**config.mk**
```make
export PLATFORM = sky130hd
export DESIGN_NAME = dmem_axi_lite_master
export DESIGN_NICKNAME = d
export VERILOG_FILES = /design/src/rtl/dmem_axi_lite_master.sv
export SDC_FILE = /design/constraint.sdc
export NUM_CORES = 1
export LEC_CHECK = 0
export BUFFER_PORTS_ARGS = -buffer_cell sky130_fd_sc_hd__clkbuf_2
export CAP_MARGIN = 0
export CORE_MARGIN = 5
export CORE_UTILIZATION = 43
export DETAILED_ROUTE_END_ITERATION = 8
export PLACE_DENSITY = 0.76
export SETUP_SLACK_MARGIN = 0.3
export SLEW_MARGIN = 0
export SYNTH_ARGS = -nofsm -noshare
export SYNTH_HDL_FRONTEND = slang
export SYNTH_SLANG_ARGS = --single-unit
```
**constraint.sdc**
```tcl
create_clock -name clk -period 4.5 [get_ports clk]
set_input_delay 1.125 -clock clk [delete_from_list [all_inputs] [get_ports clk]]
set_output_delay 1.125 -clock clk [all_outputs]
set_load 0.005 [all_outputs]
```
**src/rtl/dmem_axi_lite_master.sv**
```systemverilog
// AXI4-Lite master for the DCache uncached/MMIO path: one 32-bit access per start pulse, no bursts.
// Ack arrives 3 cycles after start with a zero-wait slave; stalls follow AXI ready/valid, and any start while busy is ignored.
module dmem_axi_lite_master #(
    parameter int          ADDR_W = 32,
    parameter int          DATA_W = 32,
    parameter logic [2:0]  PROT   = 3'b000
) (
    input  logic                clk,
    input  logic                rst,
    input  logic                start_burst_private,
    input  logic                burst_type_private,
    input  logic [31:0]         address_write_private,
    input  logic [31:0]         address_read_private,
    input  logic [31:0]         data_write_private,
    output logic                mem_ack_private,
    output logic [31:0]         data_read_input_private,
    output logic                resp_err,
    output logic                busy,
    output logic [ADDR_W-1:0]   m_axi_awaddr,
    output logic [2:0]          m_axi_awprot,
    output logic                m_axi_awvalid,
    input  logic                m_axi_awready,
    output logic [DATA_W-1:0]   m_axi_wdata,
    output logic [3:0]          m_axi_wstrb,
    output logic                m_axi_wvalid,
    input  logic                m_axi_wready,
    input  logic [1:0]          m_axi_bresp,
    input  logic                m_axi_bvalid,
    output logic                m_axi_bready,
    output logic [ADDR_W-1:0]   m_axi_araddr,
    output logic [2:0]          m_axi_arprot,
    output logic                m_axi_arvalid,
    input  logic                m_axi_arready,
    input  logic [DATA_W-1:0]   m_axi_rdata,
    input  logic [1:0]          m_axi_rresp,
    input  logic                m_axi_rvalid,
    output logic                m_axi_rready
);

    typedef enum logic [2:0] {
        IDLE    = 3'd0,
        WR_REQ  = 3'd1,
        WR_RESP = 3'd2,
        RD_REQ  = 3'd3,
        RD_RESP = 3'd4,
        DONE    = 3'd5
    } state_t;

    state_t              state, state_nxt;
    logic [ADDR_W-1:0]   addr_q, addr_nxt;
    logic [DATA_W-1:0]   wdata_q, wdata_nxt;
    logic [3:0]          wstrb_q, wstrb_nxt;
    logic                awvalid_q, awvalid_nxt;
    logic                wvalid_q, wvalid_nxt;
    logic                bready_q, bready_nxt;
    logic                arvalid_q, arvalid_nxt;
    logic                rready_q, rready_nxt;
    logic                aw_done_q, aw_done_nxt;
    logic                w_done_q, w_done_nxt;
    logic                ack_q, ack_nxt;
    logic                err_q, err_nxt;
    logic [31:0]         rdata_q, rdata_nxt;
    logic                busy_q, busy_nxt;

    logic aw_hs, w_hs, aw_seen, w_seen;
    logic unused_resp_lsb;

    assign aw_hs   = awvalid_q & m_axi_awready;
    assign w_hs    = wvalid_q & m_axi_wready;
    assign aw_seen = aw_done_q | aw_hs;
    assign w_seen  = w_done_q | w_hs;

    // Only bit 1 distinguishes OKAY/EXOKAY from SLVERR/DECERR.
    assign unused_resp_lsb = m_axi_bresp[0] ^ m_axi_rresp[0];

    always_comb begin
        state_nxt   = state;
        addr_nxt    = addr_q;
        wdata_nxt   = wdata_q;
        wstrb_nxt   = wstrb_q;
        awvalid_nxt = awvalid_q;
        wvalid_nxt  = wvalid_q;
        bready_nxt  = bready_q;
        arvalid_nxt = arvalid_q;
        rready_nxt  = rready_q;
        aw_done_nxt = aw_done_q;
        w_done_nxt  = w_done_q;
        ack_nxt     = 1'b0;
        err_nxt     = err_q;
        rdata_nxt   = rdata_q;

        case (state)
            IDLE: begin
                if (start_burst_private) begin
                    if (burst_type_private) begin
                        addr_nxt    = ADDR_W'(address_write_private);
                        wdata_nxt   = DATA_W'(data_write_private);
                        wstrb_nxt   = 4'hF;
                        awvalid_nxt = 1'b1;
                        wvalid_nxt  = 1'b1;
                        aw_done_nxt = 1'b0;
                        w_done_nxt  = 1'b0;
                        state_nxt   = WR_REQ;
                    end else begin
                        addr_nxt    = ADDR_W'(address_read_private);
                        arvalid_nxt = 1'b1;
                        state_nxt   = RD_REQ;
                    end
                end
            end
            WR_REQ: begin
                // AW and W complete independently; each valid drops right after its own handshake.
                awvalid_nxt = awvalid_q & ~m_axi_awready;
                wvalid_nxt  = wvalid_q & ~m_axi_wready;
                if (aw_seen && w_seen) begin
                    aw_done_nxt = 1'b0;
                    w_done_nxt  = 1'b0;
                    bready_nxt  = 1'b1;
                    state_nxt   = WR_RESP;
                end else begin
                    aw_done_nxt = aw_seen;
                    w_done_nxt  = w_seen;
                end
            end
            WR_RESP: begin
                if (m_axi_bvalid && bready_q) begin
                    bready_nxt = 1'b0;
                    err_nxt    = m_axi_bresp[1];
                    ack_nxt    = 1'b1;
                    state_nxt  = DONE;
                end
            end
            RD_REQ: begin
                if (arvalid_q && m_axi_arready) begin
                    arvalid_nxt = 1'b0;
                    rready_nxt  = 1'b1;
                    state_nxt   = RD_RESP;
                end
            end
            RD_RESP: begin
                if (m_axi_rvalid && rready_q) begin
                    rready_nxt = 1'b0;
                    rdata_nxt  = 32'(m_axi_rdata);
                    err_nxt    = m_axi_rresp[1];
                    ack_nxt    = 1'b1;
                    state_nxt  = DONE;
                end
            end
            DONE: begin
                state_nxt = IDLE;
            end
            default: begin
                state_nxt = IDLE;
            end
        endcase

        busy_nxt = (state_nxt != IDLE);
    end

    always_ff @(posedge clk or posedge rst) begin
        if (rst) begin
            state     <= IDLE;
            addr_q    <= '0;
            wdata_q   <= '0;
            wstrb_q   <= '0;
            awvalid_q <= 1'b0;
            wvalid_q  <= 1'b0;
            bready_q  <= 1'b0;
            arvalid_q <= 1'b0;
            rready_q  <= 1'b0;
            aw_done_q <= 1'b0;
            w_done_q  <= 1'b0;
            ack_q     <= 1'b0;
            err_q     <= 1'b0;
            rdata_q   <= '0;
            busy_q    <= 1'b0;
        end else begin
            state     <= state_nxt;
            addr_q    <= addr_nxt;
            wdata_q   <= wdata_nxt;
            wstrb_q   <= wstrb_nxt;
            awvalid_q <= awvalid_nxt;
            wvalid_q  <= wvalid_nxt;
            bready_q  <= bready_nxt;
            arvalid_q <= arvalid_nxt;
            rready_q  <= rready_nxt;
            aw_done_q <= aw_done_nxt;
            w_done_q  <= w_done_nxt;
            ack_q     <= ack_nxt;
            err_q     <= err_nxt;
            rdata_q   <= rdata_nxt;
            busy_q    <= busy_nxt;
        end
    end

    assign mem_ack_private         = ack_q;
    assign data_read_input_private = rdata_q;
    assign resp_err                = err_q;
    assign busy                    = busy_q;
    assign m_axi_awaddr            = addr_q;
    assign m_axi_awprot            = PROT;
    assign m_axi_awvalid           = awvalid_q;
    assign m_axi_wdata             = wdata_q;
    assign m_axi_wstrb             = wstrb_q;
    assign m_axi_wvalid            = wvalid_q;
    assign m_axi_bready            = bready_q;
    assign m_axi_araddr            = addr_q;
    assign m_axi_arprot            = PROT;
    assign m_axi_arvalid           = arvalid_q;
    assign m_axi_rready            = rready_q;

endmodule

```
==> flow_summary.json, run 1 <==
{
  "status": "completed",
  "hp-class": "register to register",
  "grt_use_total": 0.185,
  "p_leak_uw": 0.00338,
  "num-fill-cells": 932,
  "async_reset_ff_frac": 1.00,
  "n_antenna_cell": 0,
  "numCtsBuffers": 9,
  "yosysMostFrequentCell": "dfrtp_1",
  "synth_common_cells": "dfrtp_1, buf_4, mux2_2",
  "critPathMaxFanout": 22,
  "required_ns": 4.76,
  "dr.pass1.iters": 4,
  "dr_total_vias": 3676,
  "crit_type": "input port to register",
  "comb_power_share": 0.377,
  "synth_cell_types": 33,
  "switchingPower_uw": 1280,
  "slew_violations": 0,
  "start_util": 0.441,
  "final_util": 0.573,
  "cts_hold_buf": 0,
  "clk_pin_slew_worst_paths_ns": 0.10,
  "crit_path_top_delay_cell": "buf_4",
  "synth_area_leaders": "dfrtp_1, mux2_2, buf_4",
  "ys_dominant_reg_cell": "dfrtp_1",
  "die_width_um": 116,
  "start_kind": "input port",
  "postCtsSetupBuffers": 0,
  "io_pins": 287,
  "arrival_ns": 2.52,
  "worstMarginPinSlew_ns": 1.00,
  "tns_ns": 0,
  "max_stage_delay_ns": 0.43,
  "wl_per_cell_um": 16.3,
  "wl_mm": 12.5,
  "multi_input_area_mm2": 0.00165,
  "p_int_uw": 2420,
  "max_freq_mhz": 442,
  "drt_iter0_drc": 156,
  "p_per_area_mw_per_mm2": 594,
  "grt_pass1_vias": 3822,
  "grt_first_pass_wirelength_mm": 19.1,
  "h-tree-depth": 3,
  "synth_cells": 379,
  "grt_max_degree": 83,
  "reg2regPathDepth": 4,
  "relSlewSlack": 0.331,
  "finClkSkew_ns": 0.00599,
  "cts_tree": "yes",
  "coreArea_mm2": 0.0109,
  "min_period_ns": 2.26,
  "synth_edf_count": 0,
  "pwr-share-seq": 0.462,
  "cap_violations": 0,
  "viasPerCell": 4.81,
  "hpwl_mm": 9.96,
  "yosys_warnings": 0,
  "clock-root-buffer": "clkbuf_8",
  "final_hold_viol_count": 0,
  "netlist_area_mm2": 0.00480,
  "final.hold.worst_slack_ns": 0.500,
  "vdd_drop_max_v": 0.000339,
  "cts_buffer_depth": 2,
  "dieArea_mm2": 0.0134,
  "syn_to_final_growth_pct": 29.8,
  "fin_crit_sh": 0.503,
  "overflow": 0,
  "cts_resized": 0,
  "place_congestion": 0.840,
  "port_buffers": 278,
  "power_frac_clock": 0.161,
  "clkSinkCount": 110,
  "ys_seq_elements": 110,
  "sw_frac_of_total": 0.346,
  "end_kind": "register",
  "synth_area_leader_cell": "dfrtp_1",
  "rsz0062_at_grt": "false",
  "drc_errors": 0,
  "antenna_left": 0,
  "cp_cell_sequence": "clkbuf_2 > buf_4 > a21o_1 > nand2_1 > a22o_1",
  "nets": 760,
  "drive_gt1_frac": 0.543,
  "rows": 38,
  "syn_avg_cell_area_um2": 12.7,
  "dieHeight_um": 116,
  "seq_area_mm2": 0.00275,
  "grt_antenna_before_repair": 0,
  "finalSetupViolCount": 0,
  "whs_path_depth": 1,
  "ys_seq_area_frac": 0.573,
  "clock_latency_ns": 0.38,
  "synth.top_cell.area_share": 0.573
}
==> worst max-delay path, delay by kind of cell <==
kind                   cells  cell delay, ns
buffers and inverters      2            0.85
AOI/OAI and AO/OA          2            0.45
and+or+nand+nor            1            0.08
==> final cells by class <==
type | instances | share of cell area
tap | 140 | 0.0281
multi-input combinational | 209 | 0.265
clock inverter | 5 | 0.0104
inverter | 5 | 0.00341
sequential | 110 | 0.442
timing repair buffer | 284 | 0.230
clock buffer | 11 | 0.0211
==> cell usage in the layout, fill, tap and decap left out, types with 2 or more instances in the layout <==
cell type,netlist,layout
nand2_1,4,4
nand3_1,4,4
a22o_1,5,5
clkbuf_1,5,2
dfrtp_1,110,110
mux2i_1,32,32
nor2_1,36,36
inv_6,0,3
mux2_1,29,29
clkbuf_2,0,278
and3_1,2,2
buf_4,44,6
inv_1,5,4
a21oi_1,34,34
mux2_2,37,37
clkbuf_8,0,9
nand3b_1,2,2
conb_1,1,6
a21o_1,3,3
==> power groups by stage <==
stage          registers [uW]  logic (uW)  clock network [uW]
6_report                 1710        1400                 597
5_1_grt                  1770        1570                 663
4_1_cts                  1710        1430                 621
3_5_place_dp             1730        1430                   0
3_3_place_gp             1700        1390                   0
2_1_floorplan            1720         836                   0
==> flip-flops by register name, indices dropped and copies added, names as in the netlist <==
signal and count:
aw_done_q 1, busy 1, data_read_input_private 32, m_axi_araddr 32, m_axi_arvalid 1, m_axi_awvalid 1, m_axi_bready 1, m_axi_rready 1
m_axi_wdata 32, m_axi_wstrb 1, m_axi_wvalid 1, mem_ack_private 1, resp_err 1, state 3, w_done_q 1
==> worst paths after layout <==
kind                                    startpoint                         end  slack [ns]
worst max-delay path            burst_type_private                   aw_done_q        2.24
worst min-delay path                m_axi_wdata[9]              m_axi_wdata[9]        0.50
worst max register to register            state[0]  data_read_input_private[1]        2.50
worst min register to register      m_axi_wdata[9]              m_axi_wdata[9]        0.50
max in group asynchronous                      rst             m_axi_araddr[3]        2.72
min in group asynchronous                      rst             m_axi_wdata[31]        0.97
==> cell families after synthesis <==
logic type | after synthesis | share of synthesized area
flip-flops | 110 | 0.573
AO/OA/AOI/OAI | 49 | 0.0604
multiplexers | 98 | 0.221
AND/OR/NAND/NOR | 56 | 0.0576
buffers and inverters | 65 | 0.0870
other | 1 | 0.000781
==> layer usage <==
layer | vias up | GRT usage | part of all wire | wire length [um]
met1 | 1752 | 0.205 | 0.35 | 4370
met4 | 0 | 0.0820 | 0.032 | 399
met3 | 26 | 0.0460 | 0.075 | 941
met5 | - | 0 | 0 | 0
li1 | 1743 | - | - | -
met2 | 155 | 0.336 | 0.54 | 6780
==> per-stage QoR <==
stage | worst slack, ns | cell area (um^2) | std cells | total power [uW]
after floorplan | 0.473 | 4820 | 384 | 2550
after global placement | 1.89 | 6040 | 748 | 3100
final | 2.24 | 6230 | 764 | 3710
after CTS | 2.26 | 6230 | 764 | 3770
after global routing | 2.16 | 6230 | 764 | 4010
after detailed placement | 1.84 | 6040 | 748 | 3160
Power figures use the tool's default switching activity.
==> run 2, diff against run 1 <==
Settings changed: ABC_AREA from default to 1, PLACE_DENSITY 0.76 to 0.77.
Clock period 4.5 ns to 2.18 ns, I/O delays scaled along.
==> run 2 against run 1 <==
Compared with the run above: register-to-register slack worse by 2.0 ns; critical path depth up 3; area after synthesis down 0.65%; critical path type is now register to register; largest cell class unchanged.
==> flow_summary.json, run 2 <==
{
  "dieArea_mm2": 0.0133,
  "drive_gt1_frac": 0.386,
  "finalSetupViolCount": 0,
  "ys_seq_area_frac": 0.577,
  "slew_violations": 0,
  "p_leak_uw": 0.00378,
  "r2r_end": "m_axi_araddr[16]",
  "arrival_ns": 1.93,
  "start_util": 0.440,
  "grt_first_pass_wirelength_mm": 20.4,
  "synth_cells": 563,
  "synth_area_leaders": "dfrtp_1, nand2_1, buf_4",
  "layout_commonest_cell": "nand2_1",
  "cp_cell_sequence": "nor2_4 > nand3_4 > inv_4 > nand2_2 > inv_2 > buf_6 > nand2_1 > nand3_1",
  "min_period_ns": 1.65,
  "path_buf_inv": 3,
  "synth_common_cells": "nand2_1, dfrtp_1, buf_4",
  "viasPerCell": 4.55,
  "cp_top_family": "simple AND/OR/NAND/NOR gates",
  "syn_to_final_growth_pct": 30.0,
  "grt_antenna_before_repair": 0,
  "synth.top_cell.area_share": 0.577,
  "final_cell_mix": "nand2_1, clkbuf_2, dfrtp_1",
  "status": "completed",
  "grt_use_total": 0.192,
  "max_freq_mhz": 607,
  "multi_input_area_mm2": 0.00152,
  "relSlewSlack": 0.625,
  "syn_avg_cell_area_um2": 8.48,
  "crit_path_top_delay_cell": "dfrtp_1",
  "clock_latency_ns": 0.36,
  "crit_type": "register to register",
  "postCtsSetupBuffers": 0,
  "max_stage_delay_ns": 0.44,
  "wl_mm": 13.4,
  "cts_buffer_depth": 2,
  "clk_pin_slew_worst_paths_ns": 0.11,
  "wl_per_cell_um": 14.1,
  "hpwl_mm": 10.3,
  "async_reset_ff_frac": 1.00,
  "cts_hold_buf": 0,
  "synth_area_leader_cell": "dfrtp_1",
  "finalPower_uw": 7350,
  "finClkSkew_ns": 0.0126,
  "cts_tree": "yes",
  "cap_violations": 0,
  "critPathMaxFanout": 39,
  "hp-class": "input port to asynchronous set/reset pin",
  "r2r_start": "state[2]",
  "port_buffers": 278,
  "grt_pass1_vias": 4292,
  "drt_iter0_drc": 257,
  "seq_area_mm2": 0.00275,
  "final_hold_viol_count": 0,
  "synth_edf_count": 0,
  "start_kind": "register",
  "rows": 38,
  "worstMarginPinSlew_ns": 0.561,
  "h-tree-depth": 3,
  "num-fill-cells": 1014,
  "ys_seq_elements": 110,
  "yosysMostFrequentCell": "nand2_1",
  "rsz0062_at_grt": "false",
  "fin_crit_sh": 0.755,
  "drc_errors": 0,
  "p_per_area_mw_per_mm2": 1180,
  "synth_cell_types": 21,
  "cts_resized": 0,
  "dr.pass1.iters": 4,
  "coreArea_mm2": 0.0108,
  "r2r_setup_slack_ns": 0.53,
  "place_congestion": 0.786,
  "antenna_left": 0,
  "netlist_area_mm2": 0.00477,
  "dr_total_vias": 4315,
  "end_kind": "register",
  "io_pins": 287,
  "grt_max_degree": 47,
  "die_width_um": 115,
  "n_antenna_cell": 0,
  "reg2regPathDepth": 8,
  "dieHeight_um": 115,
  "final.hold.worst_slack_ns": 0.213,
  "clock-root-buffer": "clkbuf_8",
  "tns_ns": 0,
  "clkSinkCount": 110,
  "overflow": 0,
  "ys_dominant_reg_cell": "dfrtp_1",
  "yosys_warnings": 0,
  "numCtsBuffers": 9,
  "nets": 944,
  "required_ns": 2.47,
  "vdd_drop_max_v": 0.000724
}
## run 2: metrics by stage
stage	std cells	worst slack (ns)	area, um^2	util
4_1_cts	948	0.381	6200	0.572
6_report	948	0.534	6210	0.573
5_1_grt	948	0.364	6210	0.573
3_3_place_gp	932	0.393	5990	0.553
3_5_place_dp	932	0.392	5990	0.553
2_1_floorplan	568	0.306	4800	-
## run 2: metal layers
layer,share of wire,global-route usage
met2,0.49,0.326
met3,0.10,0.0579
met1,0.39,0.239
met5,0,0
met4,0.012,0.0516
## run 2: kinds of logic (layout without fill, tap and decap cells)
logic type	after synthesis	in the layout	synth area share
other	1	6	0.000786
buffers and inverters	82	322	0.110
and+or+nand+nor	360	360	0.300
DFF	110	110	0.577
AOI/OAI and AO/OA	10	10	0.0121
## run 2: worst reg2reg max path: stages (launching register included)
cell,delay (ns)
dfrtp_1,0.44
nor2_4,0.16
nand3_4,0.09
inv_4,0.12
nand2_2,0.19
inv_2,0.11
buf_6,0.26
nand2_1,0.11
nand3_1,0.10
## run 2: how the worst max path moves through the flow
stage	startpoint	to	slack [ns]	cells past startpoint
2_1_floorplan	rst	aw_done_q	0.31	1
3_3_place_gp	start_burst_private	m_axi_araddr[14]	0.39	8
3_5_place_dp	start_burst_private	m_axi_araddr[16]	0.39	8
4_1_cts	state[0]	data_read_input_private[23]	0.38	6
5_1_grt	state[2]	m_axi_wdata[29]	0.36	8
6_report	state[2]	m_axi_araddr[16]	0.53	8
## run 2: power breakdown
group / internal, uW / total (uW) / switching (uW)
logic: 1270 / 2670 / 1390
registers: 2840 / 3410 / 571
clock network: 549 / 1270 / 724
## run 2: area by class of cell
type,instances,area share
Clock buffer,9,0.0200
Inverter,21,0.0137
Tap cell,140,0.0282
Clock inverter,7,0.0129
Timing Repair Buffer,285,0.237
Multi-Input combinational cell,376,0.245
Sequential cell,110,0.443
